File: src/rtl/cdc_pkg.sv
// Shared definitions for the HF_CLK receive-side synchroniser bank.
package cdc_pkg;

    localparam int SYNC_STAGES_MIN = 2;
    localparam int SYNC_STAGES_MAX = 4;
    localparam int CFG_W_DEFAULT   = 38;

    typedef enum logic [1:0] {
        IDLE      = 2'd0,
        WAIT_IDLE = 2'd1,
        APPLY     = 2'd2
    } cfg_state_e;

endpackage

File: src/rtl/cdc_sync_chain.sv
// Multi-bit flop chain for bringing asynchronous levels into HF_CLK.
module cdc_sync_chain
    import cdc_pkg::*;
#(
    parameter int WIDTH  = 1,
    parameter int STAGES = SYNC_STAGES_MIN
) (
    input  logic             HF_CLK,
    input  logic             NRST,
    input  logic [WIDTH-1:0] d,
    output logic [WIDTH-1:0] q
);

    logic [WIDTH-1:0] stage [STAGES];

    // Shift the input through STAGES flops; every stage clears on reset.
    always_ff @(posedge HF_CLK or negedge NRST) begin
        if (!NRST) begin
            for (int i = 0; i < STAGES; i++) stage[i] <= '0;
        end else begin
            stage[0] <= d;
            for (int i = 1; i < STAGES; i++) stage[i] <= stage[i-1];
        end
    end

    assign q = stage[STAGES-1];

endmodule

File: src/rtl/cdc_sync_bank.sv
// Receive-side CDC bank: reset, ENSAMP, levels, events and a toggle
// request/acknowledge capture of the configuration bus.
//
// Config FSM states:
//   state     | meaning
//   IDLE      | no request outstanding, or one just seen
//   WAIT_IDLE | request outstanding but held off while sampling is enabled
//   APPLY     | capture CFG_BUS, pulse CFG_UPD, toggle CFG_ACK
module cdc_sync_bank
    import cdc_pkg::*;
#(
    parameter int               SYNC_STAGES = 2,
    parameter int               N_LEVEL     = 8,
    parameter int               N_EVENT     = 4,
    parameter int               CFG_W       = CFG_W_DEFAULT,
    parameter logic [CFG_W-1:0] CFG_RST     = '0,
    parameter bit               CFG_GATE_EN = 1'b1
) (
    input  logic               HF_CLK,
    input  logic               NRST,
    output logic               NRST_sync,
    input  logic               ENSAMP,
    output logic               ENSAMP_sync,
    input  logic [N_LEVEL-1:0] LVL_IN,
    output logic [N_LEVEL-1:0] LVL_SYNC,
    input  logic [N_EVENT-1:0] EVT_IN,
    output logic [N_EVENT-1:0] EVT_PULSE,
    output logic [N_EVENT-1:0] EVT_FLAG,
    input  logic [N_EVENT-1:0] EVT_CLR,
    input  logic [CFG_W-1:0]   CFG_BUS,
    input  logic               CFG_REQ,
    output logic               CFG_ACK,
    output logic [CFG_W-1:0]   CFG_OUT,
    output logic               CFG_UPD,
    output logic               CFG_PEND
);

    // Out-of-range depths are clamped rather than producing a broken chain.
    localparam int STAGES = (SYNC_STAGES < SYNC_STAGES_MIN) ? SYNC_STAGES_MIN :
                            (SYNC_STAGES > SYNC_STAGES_MAX) ? SYNC_STAGES_MAX :
                            SYNC_STAGES;

    logic [STAGES-1:0]  rst_pipe;
    logic [N_EVENT-1:0] evt_s;
    logic [N_EVENT-1:0] evt_dly;
    logic               req_s;
    logic               outstanding;
    logic               gate_hold;
    cfg_state_e         state;

    // Reset synchroniser: asserts with NRST, releases after STAGES edges.
    always_ff @(posedge HF_CLK or negedge NRST) begin
        if (!NRST) rst_pipe <= '0;
        else       rst_pipe <= {rst_pipe[STAGES-2:0], 1'b1};
    end

    assign NRST_sync = rst_pipe[STAGES-1];

    cdc_sync_chain #(.WIDTH(1), .STAGES(STAGES)) u_ensamp_sync (
        .HF_CLK (HF_CLK),
        .NRST   (NRST),
        .d      (ENSAMP),
        .q      (ENSAMP_sync)
    );

    cdc_sync_chain #(.WIDTH(N_LEVEL), .STAGES(STAGES)) u_lvl_sync (
        .HF_CLK (HF_CLK),
        .NRST   (NRST),
        .d      (LVL_IN),
        .q      (LVL_SYNC)
    );

    cdc_sync_chain #(.WIDTH(N_EVENT), .STAGES(STAGES)) u_evt_sync (
        .HF_CLK (HF_CLK),
        .NRST   (NRST),
        .d      (EVT_IN),
        .q      (evt_s)
    );

    cdc_sync_chain #(.WIDTH(1), .STAGES(STAGES)) u_req_sync (
        .HF_CLK (HF_CLK),
        .NRST   (NRST),
        .d      (CFG_REQ),
        .q      (req_s)
    );

    // Delayed copy of the synchronised events for rising-edge detection.
    always_ff @(posedge HF_CLK or negedge NRST) begin
        if (!NRST) evt_dly <= '0;
        else       evt_dly <= evt_s;
    end

    assign EVT_PULSE = evt_s & ~evt_dly;

    // Sticky flags: a new pulse beats a simultaneous clear.
    always_ff @(posedge HF_CLK or negedge NRST) begin
        if (!NRST) EVT_FLAG <= '0;
        else       EVT_FLAG <= (EVT_FLAG & ~EVT_CLR) | EVT_PULSE;
    end

    assign outstanding = req_s ^ CFG_ACK;
    assign gate_hold   = CFG_GATE_EN && ENSAMP_sync;

    // Config handshake FSM with registered ACK/UPD/PEND and captured bus.
    always_ff @(posedge HF_CLK or negedge NRST) begin
        if (!NRST) begin
            state    <= IDLE;
            CFG_OUT  <= CFG_RST;
            CFG_UPD  <= 1'b0;
            CFG_ACK  <= 1'b0;
            CFG_PEND <= 1'b0;
        end else begin
            CFG_UPD <= 1'b0;
            case (state)
                IDLE: begin
                    if (outstanding) begin
                        if (gate_hold) begin
                            state    <= WAIT_IDLE;
                            CFG_PEND <= 1'b1;
                        end else begin
                            state <= APPLY;
                        end
                    end
                end
                WAIT_IDLE: begin
                    // Withdrawal is checked first: applying a withdrawn
                    // request would re-open it by toggling ACK.
                    if (!outstanding) begin
                        state    <= IDLE;
                        CFG_PEND <= 1'b0;
                    end else if (!ENSAMP_sync) begin
                        state    <= APPLY;
                        CFG_PEND <= 1'b0;
                    end
                end
                APPLY: begin
                    CFG_OUT <= CFG_BUS;
                    CFG_UPD <= 1'b1;
                    CFG_ACK <= ~CFG_ACK;
                    state   <= IDLE;
                end
                default: state <= IDLE;
            endcase
        end
    end

endmodule
File: config.mk
export PLATFORM = sky130hd
export DESIGN_NAME = cdc_sync_bank
export DESIGN_NICKNAME = d
export VERILOG_FILES = /design/src/rtl/cdc_pkg.sv /design/src/rtl/cdc_sync_chain.sv /design/src/rtl/cdc_sync_bank.sv
export SDC_FILE = /design/constraint.sdc
export NUM_CORES = 1
export LEC_CHECK = 0
export ABC_AREA = 1
export CORE_ASPECT_RATIO = 1.2
export CORE_MARGIN = 8
export CORE_UTILIZATION = 43
export CTS_BUF_LIST = sky130_fd_sc_hd__clkbuf_8
export CTS_CLUSTER_DIAMETER = 150
export DETAILED_ROUTE_END_ITERATION = 10
export GPL_ROUTABILITY_DRIVEN = 0
export GPL_TIMING_DRIVEN = 0
export PLACE_DENSITY = 0.93
export SYNTH_ARGS = -nofsm -noshare
export SYNTH_HDL_FRONTEND = slang
export SYNTH_SLANG_ARGS = --single-unit
export TNS_END_PERCENT = 30
File: constraint.sdc
create_clock -name HF_CLK -period 1.29 [get_ports HF_CLK]
set_input_delay 0.3225 -clock HF_CLK [delete_from_list [all_inputs] [get_ports HF_CLK]]
set_output_delay 0.3225 -clock HF_CLK [all_outputs]
set_load 0.02 [all_outputs]
==> impl_metrics.json, run 1 <==
{
  "arrival_ps": 1000,
  "yosys.area.top_type": "dfrtp_1",
  "clk_latency_ps": 340,
  "status": "complete, but fails checks",
  "fin_ws_ps": -31.5,
  "diodes": 0,
  "async_reset_ff_share_pct": 100,
  "wl_per_cell_um": 15.4,
  "cp_top_family": "flip-flops",
  "p_leak_nw": 2.10,
  "die_h_um": 103,
  "grt_pass1_wl_mm": 11.2,
  "cp-start-kind": "flip-flop",
  "synthTopCellsByArea": "dfrtp_1 74%, nand2_1 17%, buf_4 2.5%",
  "fin_worst_skew_ps": 6.89,
  "path_cells": "nor2_4, buf_6",
  "htree_levels": 3,
  "power.density_nw_per_um2": 2100,
  "drtIter0Drc": 57,
  "wl_met2_mm": 3.66,
  "grt_pass1_vias": 2293,
  "finalCritPeriodShare_pct": 102,
  "synth_cell_types": 13,
  "met1Wirelength_mm": 2.92,
  "path_class": "flip-flop to output port",
  "drive_gt1_share_pct": 26.1,
  "highest_layer": "met4",
  "io_pins": 117,
  "die_w_um": 88.8,
  "violations": "setup timing",
  "dp_slack_ps": -179,
  "initial_core_util_pct": 43.6,
  "first_pass_iters": 4,
  "cts_buffers": 9,
  "hpwlAfterDp_mm": 5.42,
  "synth_most_common_cell": "nand2_1",
  "nets": 436,
  "syn_area_um2": 2740,
  "fillers": 501,
  "cts_num_sinks": 81,
  "routed_via_density": 4.44,
  "clk_pin_slew_ps": 80,
  "ys_ff_latch": 81,
  "cp-end-kind": "output port",
  "syn_inst": 249,
  "postLayoutCoreUtil_pct": 64.3,
  "finalMaxSlewViolations": 0,
  "wl_mm": 7.21,
  "period_needed_ps": 1320,
  "ys_seq_area_share_pct": 74.0,
  "instances_no_fill": 468,
  "syn2layout_area_growth_pct": 47.7,
  "path_max_fanout": 2,
  "antenna_found_initial": 0,
  "slowest_delay_ps": 420,
  "grt_use_total_pct": 16.4,
  "place.port_buffers": 116,
  "syn_avg_cell_area_um2": 11.0,
  "yosysTopAreaCellShare_pct": 74.0,
  "setup_viol": 3,
  "required_ps": 970,
  "cts_tree": "done",
  "maxCapViolations": 0,
  "dieArea_um2": 9190,
  "ir_drop_uv": 1000,
  "core_area_um2": 6290,
  "grt_max_degree": 45,
  "antenna_left": 0,
  "gr-total-overflow": 0,
  "rows": 32,
  "synth_edf_count": 0,
  "synth_warnings": 0,
  "worstHoldPathType": "flip-flop to flip-flop",
  "dpl.cell_count": 451,
  "p_total_mw": 8.47,
  "clock-root-buffer": "clkbuf_8",
  "met3RoutedLength_um": 559,
  "ys_top_cells_by_count": "124 x nand2_1, 81 x dfrtp_1, 12 x inv_1, 9 x buf_4, 7 x nor2_1",
  "rsz0062_at_grt": "yes",
  "worst_path_max_delay_cell": "dfrtp_1",
  "post-route-drc-count": 0,
  "syn-num-nets": 307,
  "design_area_um2": 4040,
  "crit_buf_inv": 1,
  "cts_buffer_depth": 2,
  "postPlaceCellArea_um2": 4020,
  "hold_viol": 0,
  "num_vias": 2077,
  "clock.fmax_mhz": 757,
  "synth_flop_cell": "dfrtp_1"
}
## stage by stage
stage | hold WS [ps] | TNS [ps]
floorplan | 26.9 | 0
global placement | 331 | -223960
CTS | 354 | -226
global route | 357 | -357
detailed placement | 318 | -944
finish | 351 | -80.6
## layout by cell type (no fill, tap or decap), drive strengths merged, types with 2 or more instances in the layout
cell type	count
buf	77
clkbuf	11
clkdlybuf4s50	56
clkinvlp	2
dfrtp	81
inv	14
nand2	124
nor2	7
o22ai	4
## final cells by class
type | count | area [um2] | share of cell area [%]
Multi-Input combinational cell | 139 | 556 | 13.7
Clock buffer | 11 | 151 | 3.74
Sequential cell | 81 | 2030 | 50.1
Timing Repair Buffer | 125 | 1020 | 25.2
Buffer | 9 | 72.6 | 1.79
Inverter | 13 | 48.8 | 1.21
Clock inverter | 5 | 62.6 | 1.55
Tap cell | 85 | 106 | 2.63
## metal layers
metal,global-route usage [%],vias up
li1,-,994
met1,18.3,1002
met5,0,-
met3,6.09,6
met2,27.8,75
met4,6.00,0
## sequential cells by signal, summed over array words and instances, names as in the netlist
register	count
CFG_PEND	1
u_lvl_sync.q	8
u_ensamp_sync.stage	1
evt_dly	4
u_evt_sync.q	4
u_req_sync.stage	1
rst_pipe	2
u_ensamp_sync.q	1
CFG_OUT	38
u_req_sync.q	1
state	2
CFG_ACK	1
EVT_FLAG	4
u_lvl_sync.stage	8
CFG_UPD	1
u_evt_sync.stage	4
## report_power, final
part / switching [mW] / total (mW) / internal [mW] / leakage [nW]
registers: 0.384 / 3.62 / 3.24 / 0.974
clock network: 0.886 / 1.90 / 1.01 / 0.102
logic: 1.89 / 2.95 / 1.06 / 1.03
## cells by family (layout without fill, tap and decap cells)
| kind of cell | count (synthesis) | after routing | share of synthesized area (%) |
|---|---|---|---|
| and+or+nand+nor | 133 | 133 | 18.4 |
| DFF | 81 | 81 | 74.0 |
| buffers and inverters | 29 | 163 | 6.22 |
| AOI/OAI and AO/OA | 4 | 4 | 0.914 |
| other | 1 | 1 | 0.137 |
| xor gates and xnor gates | 1 | 1 | 0.320 |
## path summary, 6_finish.rpt
path,from,endpoint,slack [ps],cells after the start
max in group asynchronous,NRST,CFG_OUT[16],210,3
setup reg to reg,state[0],CFG_OUT[33],140,6
hold / removal,u_lvl_sync.stage[8],u_lvl_sync.q[0],350,0
setup / recovery,evt_dly[1],EVT_PULSE[1],-30,2
hold reg to reg,u_lvl_sync.stage[8],u_lvl_sync.q[0],350,0
min in group asynchronous,NRST,u_evt_sync.stage[6],490,2
## what timing repair did
item / CTS / global route
pin swaps: 1 / 0
endpoints found under the hold margin: 37 / 0
setup buffers: 5 / 2
endpoints found under the setup margin: 59 / 6
resized for setup: 258 / 11
hold buffers: 1 / 0
## worst register-to-register path, stage by stage, from the launching register on
cell and delay [ps]:
dfrtp_1 370, inv_1 80, nand2_1 120, buf_4 210
buf_6 150, nand2_1 60, nand2_1 60
No activity file was read; power rests on OpenSTA's default activity.
==> run 2: changes to the inputs <==
Settings changed: CORE_UTILIZATION 43 to 64, DONT_BUFFER_PORTS from default to 1, HOLD_SLACK_MARGIN from default to 0.06, PLACE_DENSITY 0.93 to 0.92, RECOVER_POWER from default to 50.
==> run 2 against run 1 <==
The flow finishes with violations (hold timing). Final area decreased by 20%. Setup slack improved by 35 ps. Clock-buffer cell count unchanged. Flip-flop and latch count unchanged. Largest power group unchanged. Register-to-register slack about the same. Critical endpoint is now EVT_PULSE[2]. Power decreased by 8.9%. Global-route usage increased by 1.2 points.
==> impl_metrics.json, run 2 (synthesis gave the netlist of run 1 again) <==
{
  "seqPwrFrac_pct": 59.2,
  "required_ps": 970,
  "htree_levels": 3,
  "wl_per_cell_um": 17.3,
  "die_h_um": 87.6,
  "dp_slack_ps": 87.8,
  "clk_latency_ps": 330,
  "rows": 26,
  "core_area_um2": 4200,
  "cts_buffer_depth": 2,
  "regToRegSetupSlack_ps": 130,
  "routed_via_density": 4.93,
  "r2r_start": "state[0]",
  "worstSetupEndpoint": "EVT_PULSE[2]",
  "p_sw_mw": 2.83,
  "design_area_um2": 3220,
  "drive_gt1_share_pct": 13.9,
  "instances_no_fill": 336,
  "p_int_mw": 4.89,
  "nets": 333,
  "power.density_nw_per_um2": 2400,
  "period_needed_ps": 1290,
  "grt_pass1_wl_mm": 8.38,
  "io_pins": 117,
  "hpwlAfterDp_mm": 4.04,
  "clock-root-buffer": "clkbuf_8",
  "final_cell_mix": "123 x nand2_1, 81 x dfrtp_1, 15 x dlygate4sd3_1, 11 x inv_1, 11 x clkbuf_8",
  "hold_viol": 81,
  "cp-start-kind": "flip-flop",
  "dpl.cell_count": 305,
  "wl_mm": 5.82,
  "violations": "hold timing",
  "path_max_fanout": 2,
  "cp-startpoint": "u_evt_sync.q[2]",
  "combPwrFrac_pct": 14.6,
  "rr_worst_depth": 6,
  "postLayoutCoreUtil_pct": 76.7,
  "postCtsSetupBuffers": 0,
  "setup_viol": 0,
  "gr-total-overflow": 0,
  "grt_use_total_pct": 17.6,
  "die_w_um": 75.7,
  "ir_drop_uv": 1560,
  "final_common_cell": "nand2_1",
  "maxCapViolations": 0,
  "cts_buffers": 9,
  "cts_num_sinks": 81,
  "clock.fmax_mhz": 777,
  "path_class": "flip-flop to output port",
  "netSwitchingFraction_pct": 36.7,
  "num_vias": 1657,
  "arrival_ps": 960,
  "worstReg2RegEnd": "CFG_OUT[29]",
  "fin_worst_skew_ps": 5.50,
  "cts_tree": "done",
  "hold_ws_ps": -328,
  "fin_ws_ps": 3.38,
  "rsz0062_at_grt": "yes",
  "cp-end-kind": "output port",
  "grt_max_degree": 82,
  "clock_power_share_pct": 26.3,
  "antenna_found_initial": 0,
  "post-route-drc-count": 0,
  "grt_pass1_vias": 1668,
  "postPlaceCellArea_um2": 2810,
  "p_leak_nw": 1.67,
  "diodes": 0,
  "initial_core_util_pct": 65.2,
  "worstHoldPathType": "input pin to async pin",
  "dieArea_um2": 6640,
  "largest_register": "CFG_OUT",
  "finalCritPeriodShare_pct": 99.7,
  "status": "complete, but fails checks",
  "syn2layout_area_growth_pct": 17.6,
  "finalMaxSlewViolations": 0,
  "first_pass_iters": 5,
  "antenna_left": 0,
  "drtIter0Drc": 137,
  "clk_pin_slew_ps": 80,
  "place.port_buffers": 0,
  "largest_reg_flops": 38
}
## run 2: stage by stage
step	total power, mW	setup TNS (ps)
global route	8.11	-55.2
detailed placement	5.70	0
CTS	7.76	0
floorplan	5.30	0
finish	7.72	0
global placement	5.59	0
## run 2: how the worst min path moves through the flow
stage,slack (ps),depth (start not counted),start,to
after floorplan,30,0,NRST,CFG_ACK
after global placement,30,0,NRST,u_lvl_sync.stage[11]
after detailed placement,30,0,NRST,u_lvl_sync.stage[11]
after CTS,-340,0,NRST,u_lvl_sync.stage[11]
after global routing,-350,0,NRST,u_lvl_sync.q[0]
final,-330,0,NRST,u_req_sync.stage[1]
## run 2: timing repair
item / CTS / global route
pin swaps: 0 / 1
gates resized for setup: 8 / 2
endpoints found under the hold margin: 95 / 82
hold buffers: 14 / 1
endpoints found under the setup margin: 4 / 2
gates cloned: 0 / 0
## run 2: layer usage
metal | up-vias | global-route usage, % | routed length [um]
li1 | 786 | - | -
met1 | 779 | 20.6 | 2070
met2 | 85 | 27.3 | 3000
met3 | 7 | 6.19 | 642
met4 | 0 | 9.98 | 102
met5 | - | 0 | 0
## run 2: area by class of cell
type / count / area [um2]
Inverter: 13 / 48.8
Fill cell: 258 / 977
Clock inverter: 5 / 77.6
Clock buffer: 11 / 151
Tap cell: 56 / 70.1
Timing Repair Buffer: 15 / 150
Sequential cell: 81 / 2030
Buffer: 16 / 121
Multi-Input combinational cell: 139 / 573
## run 2: power by group through the flow
| stage | logic [mW] | clock network (mW) | registers, mW |
|---|---|---|---|
| 2_1_floorplan | 0.883 | 0 | 4.42 |
| 3_3_place_gp | 0.989 | 0 | 4.60 |
| 3_5_place_dp | 1.09 | 0 | 4.61 |
| 4_1_cts | 1.12 | 2.05 | 4.59 |
| 5_1_grt | 1.28 | 2.18 | 4.65 |
| 6_report | 1.12 | 2.03 | 4.57 |
## run 2: critical path, stage by stage, from the launching register on
cell,delay (ps)
dfrtp_1,390
inv_2,70
nor2_4,170
